`src/rtl/nts_api_router_pkg.sv`:
```
// Shared types and default address map for the NTS API router.
// Holds the transaction FSM encoding and the six-endpoint default windows.
package nts_api_router_pkg;

    typedef enum logic [2:0] {
        ST_IDLE,
        ST_DECODE,
        ST_ACCESS,
        ST_CAPTURE,
        ST_RESPOND
    } state_t;

    localparam int WAIT_CNT_WIDTH = 4;
    localparam int DEFAULT_NUM_TARGETS = 6;

    // Target i occupies slice i, so the rightmost entry is target 0.
    localparam logic [71:0] DEFAULT_ADDR_BASE =
        {12'h200, 12'h180, 12'h080, 12'h020, 12'h010, 12'h000};
    localparam logic [71:0] DEFAULT_ADDR_STOP =
        {12'h2FF, 12'h1F0, 12'h17F, 12'h03F, 12'h01F, 12'h009};

endpackage

```
`src/rtl/nts_api_router_decode.sv`:
```
// Combinational address-window decoder for the NTS API router.
// The lowest-index window wins; an offset wider than the local bus is a decode error.
module nts_api_router_decode #(
    parameter int NUM_TARGETS = 6,
    parameter int ADDR_WIDTH = 12,
    parameter int LOCAL_ADDR_WIDTH = 8,
    parameter logic [NUM_TARGETS*ADDR_WIDTH-1:0] ADDR_BASE = nts_api_router_pkg::DEFAULT_ADDR_BASE,
    parameter logic [NUM_TARGETS*ADDR_WIDTH-1:0] ADDR_STOP = nts_api_router_pkg::DEFAULT_ADDR_STOP
) (
    input  logic [ADDR_WIDTH-1:0]       addr,
    output logic [NUM_TARGETS-1:0]      sel,
    output logic [LOCAL_ADDR_WIDTH-1:0] local_addr,
    output logic                        error
);

    logic                   hit;
    logic [NUM_TARGETS-1:0] found_sel;
    logic [ADDR_WIDTH-1:0]  offset;

    always_comb begin
        hit        = 1'b0;
        found_sel  = '0;
        offset     = '0;
        sel        = '0;
        local_addr = '0;
        error      = 1'b1;
        // Walk downwards so the lowest matching index is the one left standing.
        for (int i = NUM_TARGETS - 1; i >= 0; i--) begin
            if (addr >= ADDR_BASE[i*ADDR_WIDTH +: ADDR_WIDTH] &&
                addr <= ADDR_STOP[i*ADDR_WIDTH +: ADDR_WIDTH]) begin
                hit          = 1'b1;
                found_sel    = '0;
                found_sel[i] = 1'b1;
                offset       = addr - ADDR_BASE[i*ADDR_WIDTH +: ADDR_WIDTH];
            end
        end
        if (hit && (offset >> LOCAL_ADDR_WIDTH) == '0) begin
            sel        = found_sel;
            local_addr = LOCAL_ADDR_WIDTH'(offset);
            error      = 1'b0;
        end
    end

endmodule

```
`src/rtl/nts_api_router.sv`:
```
// Routes one external register access to one of NUM_TARGETS internal endpoints.
// Define NTS_API_ROUTER_ERRCNT_EN to build the saturating error/overrun counter.
module nts_api_router #(
    parameter int NUM_TARGETS = 6,
    parameter int ADDR_WIDTH = 12,
    parameter int LOCAL_ADDR_WIDTH = 8,
    parameter int DATA_WIDTH = 32,
    parameter logic [NUM_TARGETS*ADDR_WIDTH-1:0] ADDR_BASE = nts_api_router_pkg::DEFAULT_ADDR_BASE,
    parameter logic [NUM_TARGETS*ADDR_WIDTH-1:0] ADDR_STOP = nts_api_router_pkg::DEFAULT_ADDR_STOP,
    parameter int READ_WAIT = 0,
    parameter logic [DATA_WIDTH-1:0] ERROR_DATA = 32'hDEAD_0000
) (
    input  logic                              i_clk,
    input  logic                              i_areset_n,
    output logic                              o_busy,
    input  logic                              i_external_api_cs,
    input  logic                              i_external_api_we,
    input  logic [ADDR_WIDTH-1:0]             i_external_api_address,
    input  logic [DATA_WIDTH-1:0]             i_external_api_write_data,
    output logic [DATA_WIDTH-1:0]             o_external_api_read_data,
    output logic                              o_external_api_read_data_valid,
    output logic                              o_external_api_error,
    output logic                              o_overrun,
    output logic [15:0]                       o_error_count,
    output logic                              o_internal_api_we,
    output logic [LOCAL_ADDR_WIDTH-1:0]       o_internal_api_address,
    output logic [DATA_WIDTH-1:0]             o_internal_api_write_data,
    output logic [NUM_TARGETS-1:0]            o_internal_api_cs,
    input  logic [NUM_TARGETS*DATA_WIDTH-1:0] i_internal_api_read_data
);

    import nts_api_router_pkg::*;

    state_t                      state;
    state_t                      next_state;
    logic                        req_we;
    logic [ADDR_WIDTH-1:0]       req_addr;
    logic [DATA_WIDTH-1:0]       req_wdata;
    logic [NUM_TARGETS-1:0]      sel_q;
    logic [LOCAL_ADDR_WIDTH-1:0] local_q;
    logic                        err_q;
    logic [WAIT_CNT_WIDTH-1:0]   wait_cnt;
    logic [DATA_WIDTH-1:0]       access_data;
    logic [DATA_WIDTH-1:0]       read_data_q;
    logic                        overrun_q;
    logic [NUM_TARGETS-1:0]      dec_sel;
    logic [LOCAL_ADDR_WIDTH-1:0] dec_local;
    logic                        dec_err;
    logic [DATA_WIDTH-1:0]       selected;
    logic                        drive;
    logic                        valid;

    nts_api_router_decode #(
        .NUM_TARGETS     (NUM_TARGETS),
        .ADDR_WIDTH      (ADDR_WIDTH),
        .LOCAL_ADDR_WIDTH(LOCAL_ADDR_WIDTH),
        .ADDR_BASE       (ADDR_BASE),
        .ADDR_STOP       (ADDR_STOP)
    ) u_decode (
        .addr      (req_addr),
        .sel       (dec_sel),
        .local_addr(dec_local),
        .error     (dec_err)
    );

    always_ff @(posedge i_clk or negedge i_areset_n) begin
        if (!i_areset_n) begin
            state <= ST_IDLE;
        end else begin
            state <= next_state;
        end
    end

    always_comb begin
        next_state = state;
        case (state)
            ST_IDLE:    if (i_external_api_cs) next_state = ST_DECODE;
            ST_DECODE:  next_state = ST_ACCESS;
            ST_ACCESS:  if (wait_cnt == '0) next_state = ST_CAPTURE;
            ST_CAPTURE: next_state = ST_RESPOND;
            ST_RESPOND: next_state = ST_IDLE;
            default:    next_state = ST_IDLE;
        endcase
    end

    always_comb begin
        selected = '0;
        for (int i = 0; i < NUM_TARGETS; i++) begin
            if (sel_q[i]) begin
                selected = selected | i_internal_api_read_data[i*DATA_WIDTH +: DATA_WIDTH];
            end
        end
    end

    // Writes always leave ACCESS after one cycle; only reads pay the wait states.
    always_ff @(posedge i_clk or negedge i_areset_n) begin
        if (!i_areset_n) begin
            req_we      <= 1'b0;
            req_addr    <= '0;
            req_wdata   <= '0;
            sel_q       <= '0;
            local_q     <= '0;
            err_q       <= 1'b0;
            wait_cnt    <= '0;
            access_data <= '0;
            read_data_q <= '0;
            overrun_q   <= 1'b0;
        end else begin
            overrun_q <= i_external_api_cs && (state != ST_IDLE);
            case (state)
                ST_IDLE: begin
                    if (i_external_api_cs) begin
                        req_we    <= i_external_api_we;
                        req_addr  <= i_external_api_address;
                        req_wdata <= i_external_api_write_data;
                    end
                end
                ST_DECODE: begin
                    sel_q    <= dec_sel;
                    local_q  <= dec_local;
                    err_q    <= dec_err;
                    wait_cnt <= req_we ? '0 : WAIT_CNT_WIDTH'(READ_WAIT);
                end
                ST_ACCESS: begin
                    if (wait_cnt != '0) begin
                        wait_cnt <= wait_cnt - 1'b1;
                    end else begin
                        access_data <= err_q ? ERROR_DATA : selected;
                    end
                end
                ST_CAPTURE: read_data_q <= req_we ? '0 : access_data;
                default: ;
            endcase
        end
    end

    assign drive = (state == ST_ACCESS) && !err_q;
    assign valid = (state == ST_RESPOND);

    assign o_busy                         = (state != ST_IDLE);
    assign o_internal_api_cs              = drive ? sel_q : '0;
    assign o_internal_api_we              = drive && req_we;
    assign o_internal_api_address         = drive ? local_q : '0;
    assign o_internal_api_write_data      = drive ? req_wdata : '0;
    assign o_external_api_read_data       = read_data_q;
    assign o_external_api_read_data_valid = valid;
    assign o_external_api_error           = valid && err_q;
    assign o_overrun                      = overrun_q;

`ifdef NTS_API_ROUTER_ERRCNT_EN
    logic [15:0] err_count;
    logic [16:0] cnt_sum;

    // A decode-error response and an overrun pulse can land together; both count.
    always_comb begin
        cnt_sum = {1'b0, err_count} + {16'b0, o_external_api_error} + {16'b0, overrun_q};
    end

    always_ff @(posedge i_clk or negedge i_areset_n) begin
        if (!i_areset_n) begin
            err_count <= '0;
        end else begin
            err_count <= cnt_sum[16] ? 16'hFFFF : cnt_sum[15:0];
        end
    end

    assign o_error_count = err_count;
`else
    assign o_error_count = '0;
`endif

endmodule

```
`config.mk`:
```
export PLATFORM = sky130hd
export DESIGN_NAME = nts_api_router
export DESIGN_NICKNAME = d
export VERILOG_FILES = /design/src/rtl/nts_api_router_pkg.sv /design/src/rtl/nts_api_router_decode.sv /design/src/rtl/nts_api_router.sv
export SDC_FILE = /design/constraint.sdc
export NUM_CORES = 1
export LEC_CHECK = 0
export BUFFER_PORTS_ARGS = -buffer_cell sky130_fd_sc_hd__buf_2
export CAP_MARGIN = 0
export CORE_AREA = 2 2 132 134
export CTS_BUF_LIST = sky130_fd_sc_hd__clkbuf_8
export DETAILED_ROUTE_END_ITERATION = 6
export DIE_AREA = 0 0 134 136
export PLACE_DENSITY = 0.88
export SETUP_SLACK_MARGIN = 0.02
export SLEW_MARGIN = 15
export SYNTH_ARGS = -nofsm -noshare
export SYNTH_HDL_FRONTEND = slang
export SYNTH_HIERARCHICAL = 1
export SYNTH_SLANG_ARGS = --single-unit
```
`constraint.sdc`:
```
create_clock -name i_clk -period 2.8 [get_ports i_clk]
set_input_delay 0.28 -clock i_clk [delete_from_list [all_inputs] [get_ports i_clk]]
set_output_delay 0.28 -clock i_clk [all_outputs]
set_load 0.01 [all_outputs]
```
After elaboration in Yosys (flattened, before gate mapping)
Index checks and enable logic that the tools add are counted.
{"block": "word_totals", "regBits": 132}
{"block": "op_classes", "n_addsub": 6, "order_cmp": 12, "n_eq_ne": 7, "muxes": 37, "bitwise_logic": 6, "reduce_logical": 22}
{"operator": "2-to-1 mux 32 bit", "count": 9}
{"operator": "OR 32 bit", "count": 5}
{"operator": "2-to-1 mux 12 bit", "count": 6}
{"operator": "2-to-1 mux 6 bit", "count": 8}
{"operator": "less-or-equal comparator 12 x 9 -> 1 bit, second input constant", "count": 2}
{"operator": "2-to-1 mux 8 bit", "count": 2}
{"operator": ">= comparator 12 x 1 -> 1 bit, second input constant", "count": 1}
{"operator": ">= comparator 12 x 10 -> 1 bit, second input constant", "count": 1}
{"operator": ">= comparator 12 x 5 -> 1 bit, second input constant", "count": 1}
{"operator": ">= comparator 12 x 6 -> 1 bit, second input constant", "count": 1}
{"operator": ">= comparator 12 x 8 -> 1 bit, second input constant", "count": 1}
{"operator": ">= comparator 12 x 9 -> 1 bit, second input constant", "count": 1}
{"operator": "less-or-equal comparator 12 x 10 -> 1 bit, second input constant", "count": 1}
{"operator": "less-or-equal comparator 12 x 4 -> 1 bit, second input constant", "count": 1}
{"operator": "less-or-equal comparator 12 x 5 -> 1 bit, second input constant", "count": 1}
{"operator": "less-or-equal comparator 12 x 6 -> 1 bit, second input constant", "count": 1}
{"operator": "zero test 12 bit", "count": 1}
{"operator": "one-hot mux 3 bit (4 select lines)", "count": 1}
{"operator": "subtractor 12 x 10 -> 12 bit, second input constant", "count": 1}
{"operator": "subtractor 12 x 5 -> 12 bit, second input constant", "count": 1}
{"operator": "subtractor 12 x 6 -> 12 bit, second input constant", "count": 1}
{"operator": "subtractor 12 x 8 -> 12 bit, second input constant", "count": 1}
{"operator": "subtractor 12 x 9 -> 12 bit, second input constant", "count": 1}
{"operator": "logical AND 1 bit", "count": 11}
{"operator": "17 further kinds", "count": 30}

Logic depth before layout (Yosys ltp)
Gate-level depths: netlist of run 1.
{"block": "logic_depth", "depth_word": 12, "depth_mapped": 11, "mapped_depth_nobuf": 10}

Hierarchy
The synthesis of run 1 kept the hierarchy.
{"module": "nts_api_router", "n_inst": 1, "cells_each": 633, "area_per_inst_um2": 6781.5}
{"module": "nts_api_router_decode", "n_inst": 1, "cells_each": 117, "area_per_inst_um2": 903.4}

Least setup slack after synthesis of run 1
Ideal clock, no wire load.
{"block": "synth_path", "path_type": "register to register", "start": "register req_addr[9]", "end": "register local_q[5]", "setup_time_ns": 0.117, "arrival_time_ns": 2.238, "t_required_ns": 2.683, "path_slack_ns": 0.446, "stages_incl_launch_ff": 12, "cell_sequence": "dfrtp_1 > buf_2 > inv_1 > ha_1 > a21bo_2 > nor4_1 > a21o_1 > and4_4 > o41ai_4 > a22oi_2 > nand2_1 > nand2_1"}
{"block": "synth_between", "elab_chain_cells": 11}
{"item": "from (decl)", "line": "nts_api_router.sv:37", "text": "logic [ADDR_WIDTH-1:0] req_addr;"}
{"item": "from (signal assigned)", "line": "nts_api_router.sv:114", "text": "req_addr <= i_external_api_address;"}
{"item": ">= comparator 12 x 10 -> 1 bit / less-or-equal comparator 12 x 10 -> 1 bit (equally long branches)", "line": "nts_api_router_decode.sv:29, nts_api_router_decode.sv:30"}
{"item": "logical AND 1 bit", "line": "nts_api_router_decode.sv:29", "text": "if (addr >= ADDR_BASE[i*ADDR_WIDTH +: ADDR_WIDTH] &&"}
{"item": "2-to-1 mux 12 bit (6 in a row)", "line": "nts_api_router_decode.sv:29"}
{"item": "zero test 12 bit", "line": "nts_api_router_decode.sv:37", "text": "if (hit && (offset >> LOCAL_ADDR_WIDTH) == '0) begin"}
{"item": "logical AND 1 bit", "line": "nts_api_router_decode.sv:37"}
{"item": "2-to-1 mux 8 bit (*)", "line": "nts_api_router_decode.sv:37"}
{"item": "named net dec_local[5]", "line": "nts_api_router.sv:47", "text": "logic [LOCAL_ADDR_WIDTH-1:0] dec_local;"}
{"item": "to (signal assigned)", "line": "nts_api_router.sv:120", "text": "local_q <= dec_local;"}
{"item": "to (decl)", "line": "nts_api_router.sv:40", "text": "logic [LOCAL_ADDR_WIDTH-1:0] local_q;"}
Mark *: on every way through the listed nets, which the timed path passes. The rest lies on a longest branch.
A chain may end at the register's enable or synchronous reset.

Worst setup path in the final report of run 1
{"block": "layout_path", "start": "register req_addr[8]", "end": "register local_q[7]"}
The elaborated chain is that of the path after synthesis.

==> results of run 1 <==
layout make-up:
class,count,area share [%]
inverters,13,0.497
flip-flops and latches,132,33.6
clock inverters,10,1.49
well taps,225,2.87
multi-input cells,545,40.2
clock buffers,21,2.94
repair buffers,344,18.3
diodes,3,0.0765
worst paths after layout:
path | from | endpoint | slack (ns) | cells after the start
worst max register to register | req_addr[8] | local_q[7] | 0.22 | 9
worst min register to register | o_external_api_read_data[30] | o_external_api_read_data[30] | 0.48 | 2
worst max-delay path | req_addr[8] | local_q[7] | 0.22 | 9
max in group asynchronous | i_areset_n | err_q | 1.55 | 3
min in group asynchronous | i_areset_n | o_external_api_read_data[23] | 0.42 | 2
worst min-delay path | i_external_api_address[3] | req_addr[3] | 0.07 | 2
metal layers:
layer / vias to the layer above / global-route usage (%) / share of wire (%) / wire, um
li1: 3273 / - / - / -
met1: 3353 / 30.7 / 40 / 9390
met2: 298 / 42.9 / 50 / 11700
met3: 52 / 6.71 / 7.4 / 1750
met4: 4 / 9.99 / 2.8 / 669
met5: - / 0 / 0.098 / 23
power by group through the flow:
stage | combinational (uW) | sequential, uW | clock, uW
finish | 3870 | 3320 | 1740
CTS | 3890 | 3310 | 1800
global placement | 3790 | 3300 | 0
floorplan | 2930 | 3100 | 0
detailed placement | 3850 | 3340 | 0
global route | 4250 | 3430 | 1880
logic make-up (layout without fill, tap and decap cells):
family / Yosys count / count (layout) / synth area share, %
AOI/OAI and AO/OA: 184 / 184 / 17.7
xor gates and xnor gates: 8 / 8 / 0.912
adders and majority gates: 15 / 15 / 2.44
buffers and inverters: 88 / 388 / 6.58
DFF: 132 / 132 / 43.0
muxes: 62 / 62 / 11.0
other: 1 / 19 / 0.0488
and+or+nand+nor: 260 / 260 / 18.3
through the flow:
step | instance area, um^2 | util (%) | power [uW] | setup slack (ns)
5_1_grt | 9820 | 58.2 | 9560 | 0.0686
6_report | 9820 | 58.2 | 8930 | 0.223
4_1_cts | 9800 | 58.1 | 9000 | 0.169
2_1_floorplan | 7740 | - | 6030 | 0.446
3_5_place_dp | 9360 | 55.4 | 7180 | 0.177
3_3_place_gp | 9360 | 55.4 | 7080 | 0.219
cell usage in the layout (no fill, tap or decap), types with 4 or more instances in the layout:
cell type	instances
mux2i_1	5
clkinv_4	4
o21ai_0	35
a21boi_1	5
ha_1	15
a22oi_1	74
nor3_1	6
conb_1	16
mux2_4	40
nor3b_1	4
buf_2	321
a21oi_1	15
mux2_2	16
clkbuf_8	21
inv_1	13
nand3_1	36
nand2_1	94
nor2_1	8
xnor2_1	8
and2_1	50
a22o_1	21
dfrtp_1	132
a222oi_1	11
nand2b_1	35
buf_4	20
what timing repair did:
| item | in CTS | in global routing |
|---|---|---|
| hold buffers | 1 | 0 |
| buffers inserted | 0 | 1 |
| setup endpoints to repair | 0 | 10 |
| gates resized for setup | 0 | 1 |
| hold endpoints to repair | 73 | 0 |
registers in the layout, indices dropped and copies added, names as in the netlist:
register and flops:
req_we 1, req_wdata 32, state 3, access_data 32
o_external_api_read_data 32, o_overrun 1, local_q 8, sel_q 6
wait_cnt 4, err_q 1, req_addr 12
worst max-delay path, stage by stage, from the launching register on:
cell and delay, ns:
dfrtp_1 0.57, ha_1 0.23, or3b_2 0.46, a2111oi_2 0.44, nor3_1 0.12, a211o_1 0.30
a21o_1 0.17, o32ai_2 0.11, nand2_1 0.07, nand2_1 0.06
synthesized netlist by cell type (2+ instances only):
library cell	n	area share, %
mux2_2	16	2.3
nor2_1	8	0.39
buf_6	3	0.44
nor3b_1	4	0.39
nand2_1	94	4.6
a22o_1	21	2.4
clkbuf_2	5	0.33
o22ai_1	2	0.16
mux2i_1	5	0.65
a21boi_0	2	0.20
buf_12	4	1.0
nand2b_1	35	2.8
o21ai_0	35	2.3
ha_1	15	2.4
a21boi_1	5	0.49
or3_1	2	0.16
or3b_2	3	0.34
dfrtp_1	132	43
nor4_2	2	0.33
and2_1	50	4.1
or4_4	2	0.29
a21oi_1	16	1.0
o31ai_1	2	0.20
nor4_1	3	0.24
nand3_1	36	2.3
a22oi_1	74	7.2
nor3_1	6	0.39
inv_1	13	0.64
a222oi_1	11	1.4
clkbuf_1	34	1.7
buf_4	18	1.8
buf_2	11	0.72
xnor2_1	8	0.91
mux2_4	40	7.8
nor3_2	2	0.26
a21o_1	2	0.20
==> metrics.csv, run 1 <==
metric,value,unit
status,completed,
clock latency on the worst-skew pair,0.44,ns
DIE AREA,18200,um^2
vias per cell,5.40,
fill count,1473,
Post-Syn Area,7680,um^2
clock-pin slew on the worst setup and hold paths,0.08,ns
placed insts,1257,
Post-Layout Cell Count,1293,
layout cell share with drive strength beyond 1,42.5,%
Main synth FF type,dfrtp_1,
Clock power frac,19.5,%
Seq. cell area,3300,um^2
Setup TNS Final,0,ns
"antenna viol nets, final",0,
GPL Wtd Cong,0.884,
Crit path required time,3.18,ns
Post-synth EDFFs,0,
CTS tree,done,
Power Density,909,nW/um^2
Crit Path Class,flop to flop,
grt total ovfl,0,
CTS Buffer Depth,2,
P_leak,0.00498,uW
Max Slew Vio Count,0,
Max Fclk,388,MHz
Min Hold Slack,0.0685,ns
CTS Buf Count,17,
WP data arrival,2.95,ns
logic gate share of total power,43.3,%
Hold Crit Class,primary input to flop,
min Tclk post-route,2.58,ns
Syn Inst Count,750,
register area share after synthesis,43.0,%
IO buf count,322,
"Hold Violations, Final",0,
vias in the first global route,6828,
root buffer cell,clkbuf_8,
largest net degree at the start of global routing,77,
DRC,0,
chip width,134,um
initial antenna violation count,5,
critical path launch point type,flop,
H-tree depth,4,
hpwl dp,17200,um
area of the multi-input gates,3950,um^2
ys async rst share,100,%
# nets final,1308,
worst slew pin tran,1.05,ns
total wire length,23500,um
Seq cells post-synth,132,
part of the power in registers,37.2,%
Synth-to-Final Area Change,27.8,%
critical path endpoint category,flop,
Sw Ratio,37.9,%
Peak VDD IR,0.000634,V
Die H,136,um
Worst Path Max Fanout,10,
routed len/inst,18.2,um
synth unique cells,65,
GR Util All Layers,25.3,%
Internal Power,5540,uW
Switch Pwr,3380,uW
Boundary Pins,339,
unrepaired setup endpoints after global routing,false,
drt pass-1 iters,7,
final setup vio count,0,
Rel. slew slack,30.0,%
first-pass GRT wire length,35800,um
Syn. warnings,6,
fin crit share,92.0,%
Post-Route Skew,0.0139,ns
via count,6980,
total of max-cap violations,0,
DR iter-0 viols,483,
Starting Density,45.5,%
FP Rows,48,
CORE AREA,16900,um^2
CTS sink cnt,132,
Post-Syn Area per Cell,10.2,um^2
(Power assumes the default switching activity.)
==> run 2, diff against run 1 <==
- ABC_AREA: not set -> 1
- CORE_AREA: 2 2 132 134 -> 2 2 125 140
- CTS_BUF_LIST: sky130_fd_sc_hd__clkbuf_8 -> sky130_fd_sc_hd__clkbuf_4
- DIE_AREA: 0 0 134 136 -> 0 0 127 142
- PLACE_DENSITY: 0.88 -> 0.92
==> run 2 against run 1 <==
Compared with the run above: utilization up 6.2 points; critical endpoint is now o_internal_api_write_data[21]; power up 22%; highest routed layer is now met4; critical path depth down 2.
==> metrics.csv, run 2 <==
metric,value,unit
Setup TNS Final,0,ns
vias per cell,5.21,
Max Slew Vio Count,0,
Post-Route Skew,0.0183,ns
chip width,127,um
Boundary Pins,339,
Post-Syn Area,8170,um^2
clock-pin slew on the worst setup and hold paths,0.12,ns
CP bufs+invs,3,
Hold Crit Class,primary input to flop,
P_leak,0.00626,uW
CTS sink cnt,132,
"count leader, synth",nand2_1,
top-area cell type share of the netlist area,40.4,%
Peak VDD IR,0.000620,V
H-tree depth,4,
final setup vio count,0,
drt pass-1 iters,6,
postcts setup bufs,0,
critical path endpoint category,output pin,
Internal Power,5450,uW
placed insts,1673,
"Hold Violations, Final",0,
DIE AREA,18000,um^2
Power Density,1010,nW/um^2
fill count,1394,
ranking of synthesized cells by area,"dfrtp_1 (40%), nand2_1 (20%), nor2_1 (6.7%)",
Rel. slew slack,36.2,%
Die H,142,um
total of max-cap violations,0,
unrepaired setup endpoints after global routing,false,
Worst Path Max Fanout,31,
Starting Density,49.1,%
first-pass GRT wire length,43100,um
largest net degree at the start of global routing,82,
CTS Buffer Depth,2,
Sw Ratio,49.8,%
FP Rows,50,
DRC,0,
DR iter-0 viols,827,
Synth-to-Final Area Change,31.1,%
WP data arrival,2.24,ns
Post-Syn Area per Cell,6.87,um^2
"Cell Chain, Critical Path",nor2_4 > nand2_2 > inv_2 > nand2_4 > buf_4 > nor2_1 > buf_2,
CTS tree,done,
FF-to-FF setup slack,0.31,ns
clock latency on the worst-skew pair,0.54,ns
Main synth FF type,dfrtp_1,
status,completed,
Post-synth EDFFs,0,
root buffer cell,clkbuf_4,
CTS Buf Count,17,
part of the power in registers,32.4,%
Post-Layout Cell Count,1760,
min Tclk post-route,2.52,ns
fin crit share,89.9,%
Place WS,0.281,ns
Crit Path Class,flop to output pin,
"commonest non-fill, non-tap cell in the layout",nand2_1,
hpwl dp,18400,um
crit-path max cell delay,0.48,ns
worst slew pin tran,0.957,ns
"antenna viol nets, final",0,
GR Util All Layers,30.0,%
GPL Wtd Cong,0.901,
most frequent cells in the layout,"nand2_1 (427), buf_2 (321), nor2_1 (146)",
register area share after synthesis,40.4,%
Syn. warnings,6,
slowest CP cell,dfrtp_1,
via count,9172,
Crit path max-delay family,simple AND/OR/NAND/NOR gates,
synth unique cells,40,
synth cell count leaders,"nand2_1 (427), nor2_1 (146), dfrtp_1 (132)",
Max Fclk,397,MHz
Clock power frac,13.1,%
Syn Inst Count,1189,
"area leader, netlist",dfrtp_1,
grt total ovfl,0,
IO buf count,322,
logic gate share of total power,54.5,%
Seq cells post-synth,132,
CORE AREA,16600,um^2
total wire length,27300,um
ys async rst share,100,%
# nets final,1793,
Crit path required time,2.52,ns
vias in the first global route,8753,
layout cell share with drive strength beyond 1,28.0,%
post-route setup slack,0.284,ns
Switch Pwr,5410,uW
initial antenna violation count,0,
routed len/inst,15.5,um
critical path launch point type,flop,
[run 2: cell count changes after synthesis, moves of 35 or more]
cell	previous run	this run
mux2_4	40	0
inv_1	13	89
and2_1	50	0
a22oi_1	74	0
a21oi_1	16	51
nand3_1	36	91
nor2_1	8	146
nand2b_1	35	0
nand2_1	94	427
[run 2: logic make-up (layout without fill, tap and decap cells)]
| group | count (synthesis) | after routing | share of synthesized area, % |
|---|---|---|---|
| AND/OR/NAND/NOR | 727 | 727 | 38.1 |
| buffers and inverters | 182 | 529 | 10.1 |
| flip-flops | 132 | 132 | 40.4 |
| AO/OA/AOI/OAI | 127 | 127 | 8.49 |
| adder cells (fa/ha/maj) | 15 | 15 | 2.30 |
| XOR/XNOR | 5 | 5 | 0.536 |
| other | 1 | 17 | 0.0459 |
[run 2: power by group through the flow]
stage               logic, uW  clock network, uW  registers (uW)
finish                   5920               1430            3520
global route             6650               1560            3620
CTS                      5800               1470            3500
detailed placement       5710                  0            3540
global placement         5620                  0            3490
floorplan                4200                  0            3310
[run 2: path summary, 6_finish.rpt]
| check | startpoint | end | depth (start not counted) |
|---|---|---|---|
| min | i_internal_api_read_data[135] | access_data[7] | 5 |
| min in group asynchronous | i_areset_n | req_addr[0] | 2 |
| max | state[0] | o_internal_api_write_data[21] | 7 |
| max in group asynchronous | i_areset_n | access_data[25] | 3 |
| max reg2reg | req_addr[5] | sel_q[5] | 16 |
| min reg2reg | access_data[13] | access_data[13] | 2 |
[run 2: worst register-to-register path, stage by stage (launching register included)]
cell	delay [ns]
dfrtp_1	0.47
inv_1	0.26
ha_1	0.20
nand2_1	0.06
nor2_2	0.16
inv_2	0.06
nor2_1	0.11
o21ai_2	0.08
nand2_4	0.10
clkinv_4	0.08
nor2_2	0.15
nand2_4	0.08
a21oi_4	0.15
buf_12	0.19
nor2_1	0.06
nor2_1	0.10
a21oi_1	0.06
[run 2: through the flow]
step	util [%]	total power (uW)	hold WS, ns	instance area (um^2)
3_5_place_dp	59.1	9250	0.256	9840
2_1_floorplan	-	7500	-0.0156	8230
4_1_cts	64.3	10800	0.000624	10700
3_3_place_gp	59.1	9110	0.252	9840
5_1_grt	64.4	11800	0.0158	10700
6_report	64.4	10900	0.0509	10700
[run 2: metal layers]
metal / track usage [%] / vias up / wire, um
li1: - / 4380 / -
met1: 37.2 / 4191 / 10600
met2: 49.3 / 518 / 13000
met3: 7.07 / 83 / 2480
met4: 15.2 / 0 / 1150
met5: 0 / - / 0
[run 2: final cells by class]
| type | instances | area (um^2) | area share, % |
|---|---|---|---|
| inverters | 103 | 392 | 3.66 |
| clock buffers | 17 | 128 | 1.19 |
| clock inverters | 15 | 194 | 1.81 |
| flip-flops and latches | 132 | 3300 | 30.8 |
| well taps | 208 | 260 | 2.43 |
| diodes | 1 | 2.50 | 0.0234 |
| repair buffers | 394 | 2330 | 21.8 |
| multi-input cells | 890 | 4100 | 38.3 |
[run 2: repair_timing]
action                                  in CTS  in global routing
hold buffers                                54                  0
endpoints found under the hold margin      104                  0
resized for setup                            0                  4
endpoints found under the setup margin       0                 27
==> run 3, diff against run 2 <==
- CTS_CLUSTER_DIAMETER: not set -> 120
- MAX_ROUTING_LAYER: not set -> met4
==> run 3 against run 2 <==
Compared with the run above: cell count increased by 0.68%; clock power about the same; global-route usage increased by 1.2 points; design area increased by 1.0%; maximum frequency decreased by 1.3%; flip-flop and latch count unchanged; critical path type is now flop to flop.
==> metrics.csv, run 3 (synthesized netlist as in run 2, its figures left out) <==
metric,value,unit
critical path launch point type,flop,
# nets final,1805,
chip width,127,um
IO buf count,322,
unrepaired setup endpoints after global routing,false,
layout cell share with drive strength beyond 1,27.6,%
FF-to-FF setup slack,0.25,ns
Internal Power,5460,uW
crit-path max cell delay,0.51,ns
critical path endpoint category,flop,
vias in the first global route,8738,
min Tclk post-route,2.55,ns
part of the power in registers,31.8,%
Peak VDD IR,0.000580,V
WP data arrival,2.98,ns
Place WS,0.270,ns
"antenna viol nets, final",0,
"Hold Violations, Final",0,
Crit path required time,3.23,ns
DRC,0,
Top Layer Used,met4,
Post-DP Area,9850,um^2
DIE AREA,18000,um^2
total of max-cap violations,0,
clock latency on the worst-skew pair,0.55,ns
GPL Wtd Cong,0.932,
CTS Buf Count,17,
Crit path max-delay family,compound AO/OA/AOI/OAI gates,
worst slew pin tran,0.796,ns
final setup vio count,0,
worst flop-to-flop path startpoint,req_addr[8],
Power Density,1010,nW/um^2
most used cell along the critical path,nor2_1,
Synth-to-Final Area Change,32.5,%
WL met3,2220,um
initial antenna violation count,0,
Crit Path Class,flop to flop,
status,completed,
H-tree depth,4,
placed insts,1675,
FP Rows,50,
hpwl dp,18700,um
slowest CP cell,dfrtp_1,
met2 wire len,13100,um
hold path depth,5,
Rel. slew slack,46.9,%
first-pass GRT wire length,43400,um
CP bufs+invs,3,
CTS tree,done,
CTS Buffer Depth,2,
Die H,142,um
via count,9175,
CORE AREA,16600,um^2
"Cell Chain, Critical Path",inv_2 > ha_1 > inv_1 > o21ai_0 > a21oi_1 > xor2_1 > nor2_1 > nor2_2 > nand2_4 > a21oi_4 > buf_12 > nor2_1 > nor2_1 > a21oi_1,
root buffer cell,clkbuf_4,
DR iter-0 viols,796,
Clock power frac,13.2,%
Max Fclk,392,MHz
Hold Crit Class,primary input to flop,
Sw Ratio,50.1,%
hold path start,i_internal_api_read_data[155],
Worst Path Max Fanout,11,
total power draw,10900,uW
Hold Path End,access_data[27],
met1 wire length,11300,um
Max Slew Vio Count,0,
clock-pin slew on the worst setup and hold paths,0.14,ns
"commonest non-fill, non-tap cell in the layout",nand2_1,
cells on worst reg2reg path,14,
logic gate share of total power,55.0,%
grt total ovfl,0,
post-route setup slack,0.250,ns
largest net degree at the start of global routing,59,
vias per cell,5.18,
most frequent cells in the layout,"nand2_1 (427), buf_2 (321), nor2_1 (146)",
post-route cell area,10800,um^2
P_leak,0.00631,uW
routed len/inst,15.7,um
Starting Density,49.1,%
CTS sink cnt,132,
total wire length,27700,um
GR Util All Layers,31.2,%
reg2reg end,sel_q[5],
Switch Pwr,5480,uW
Boundary Pins,339,
drt pass-1 iters,5,
Post-Layout Cell Count,1772,
fin crit share,91.1,%
Setup TNS Final,0,ns
Post-Route Skew,0.0238,ns
-- run 3: layout make-up --
class / instances / area [um^2]
Timing Repair Buffer: 406 / 2450
Clock buffer: 17 / 128
Sequential cell: 132 / 3300
Tap cell: 208 / 260
Antenna cell: 1 / 2.50
Inverter: 103 / 392
Multi-Input combinational cell: 890 / 4100
Fill cell: 1370 / 5820
Clock inverter: 15 / 191
-- run 3: worst min-delay path: stages --
cell and delay, ns:
buf_2 0.08, nand2_1 0.04, nand4_1 0.05, o21ai_0 0.08, nand2_1 0.06
-- run 3: how the worst max path moves through the flow --
| stage | start | endpoint | slack, ns | cells after the start |
|---|---|---|---|---|
| floorplan | req_addr[7] | sel_q[4] | 0.59 | 15 |
| global placement | req_addr[10] | sel_q[5] | 0.37 | 16 |
| detailed placement | req_addr[5] | sel_q[5] | 0.27 | 16 |
| CTS | state[0] | o_internal_api_write_data[21] | 0.17 | 7 |
| global route | req_addr[10] | sel_q[5] | 0.03 | 16 |
| finish | req_addr[8] | sel_q[5] | 0.25 | 14 |
-- run 3: through the flow --
stage | util (%) | hold slack [ns]
2_1_floorplan | - | -0.0156
3_3_place_gp | 59.2 | 0.258
3_5_place_dp | 59.2 | 0.265
4_1_cts | 65.0 | 0.00375
5_1_grt | 65.0 | 0.0315
6_report | 65.0 | 0.0605
-- run 3: repair_timing --
| item | 4_1_cts | 5_1_grt |
|---|---|---|
| hold buffers | 64 | 0 |
| setup buffers | 0 | 0 |
| endpoints found under the setup margin | 0 | 1 |
| endpoints found under the hold margin | 114 | 0 |
| resized for setup | 0 | 1 |
-- run 3: metal layers --
layer  GRT usage, %  up-vias
li1               -     4410
met1           38.0     4157
met2           50.2      515
met3           5.98       93
met4           15.4        0
met5              -        -
-- run 3: power by group through the flow --
stage | Clock (uW) | Combinational [uW] | Sequential, uW
2_1_floorplan | 0 | 4200 | 3310
3_3_place_gp | 0 | 5680 | 3440
3_5_place_dp | 0 | 5800 | 3500
4_1_cts | 1480 | 5900 | 3450
5_1_grt | 1560 | 6710 | 3570
6_report | 1450 | 6010 | 3480
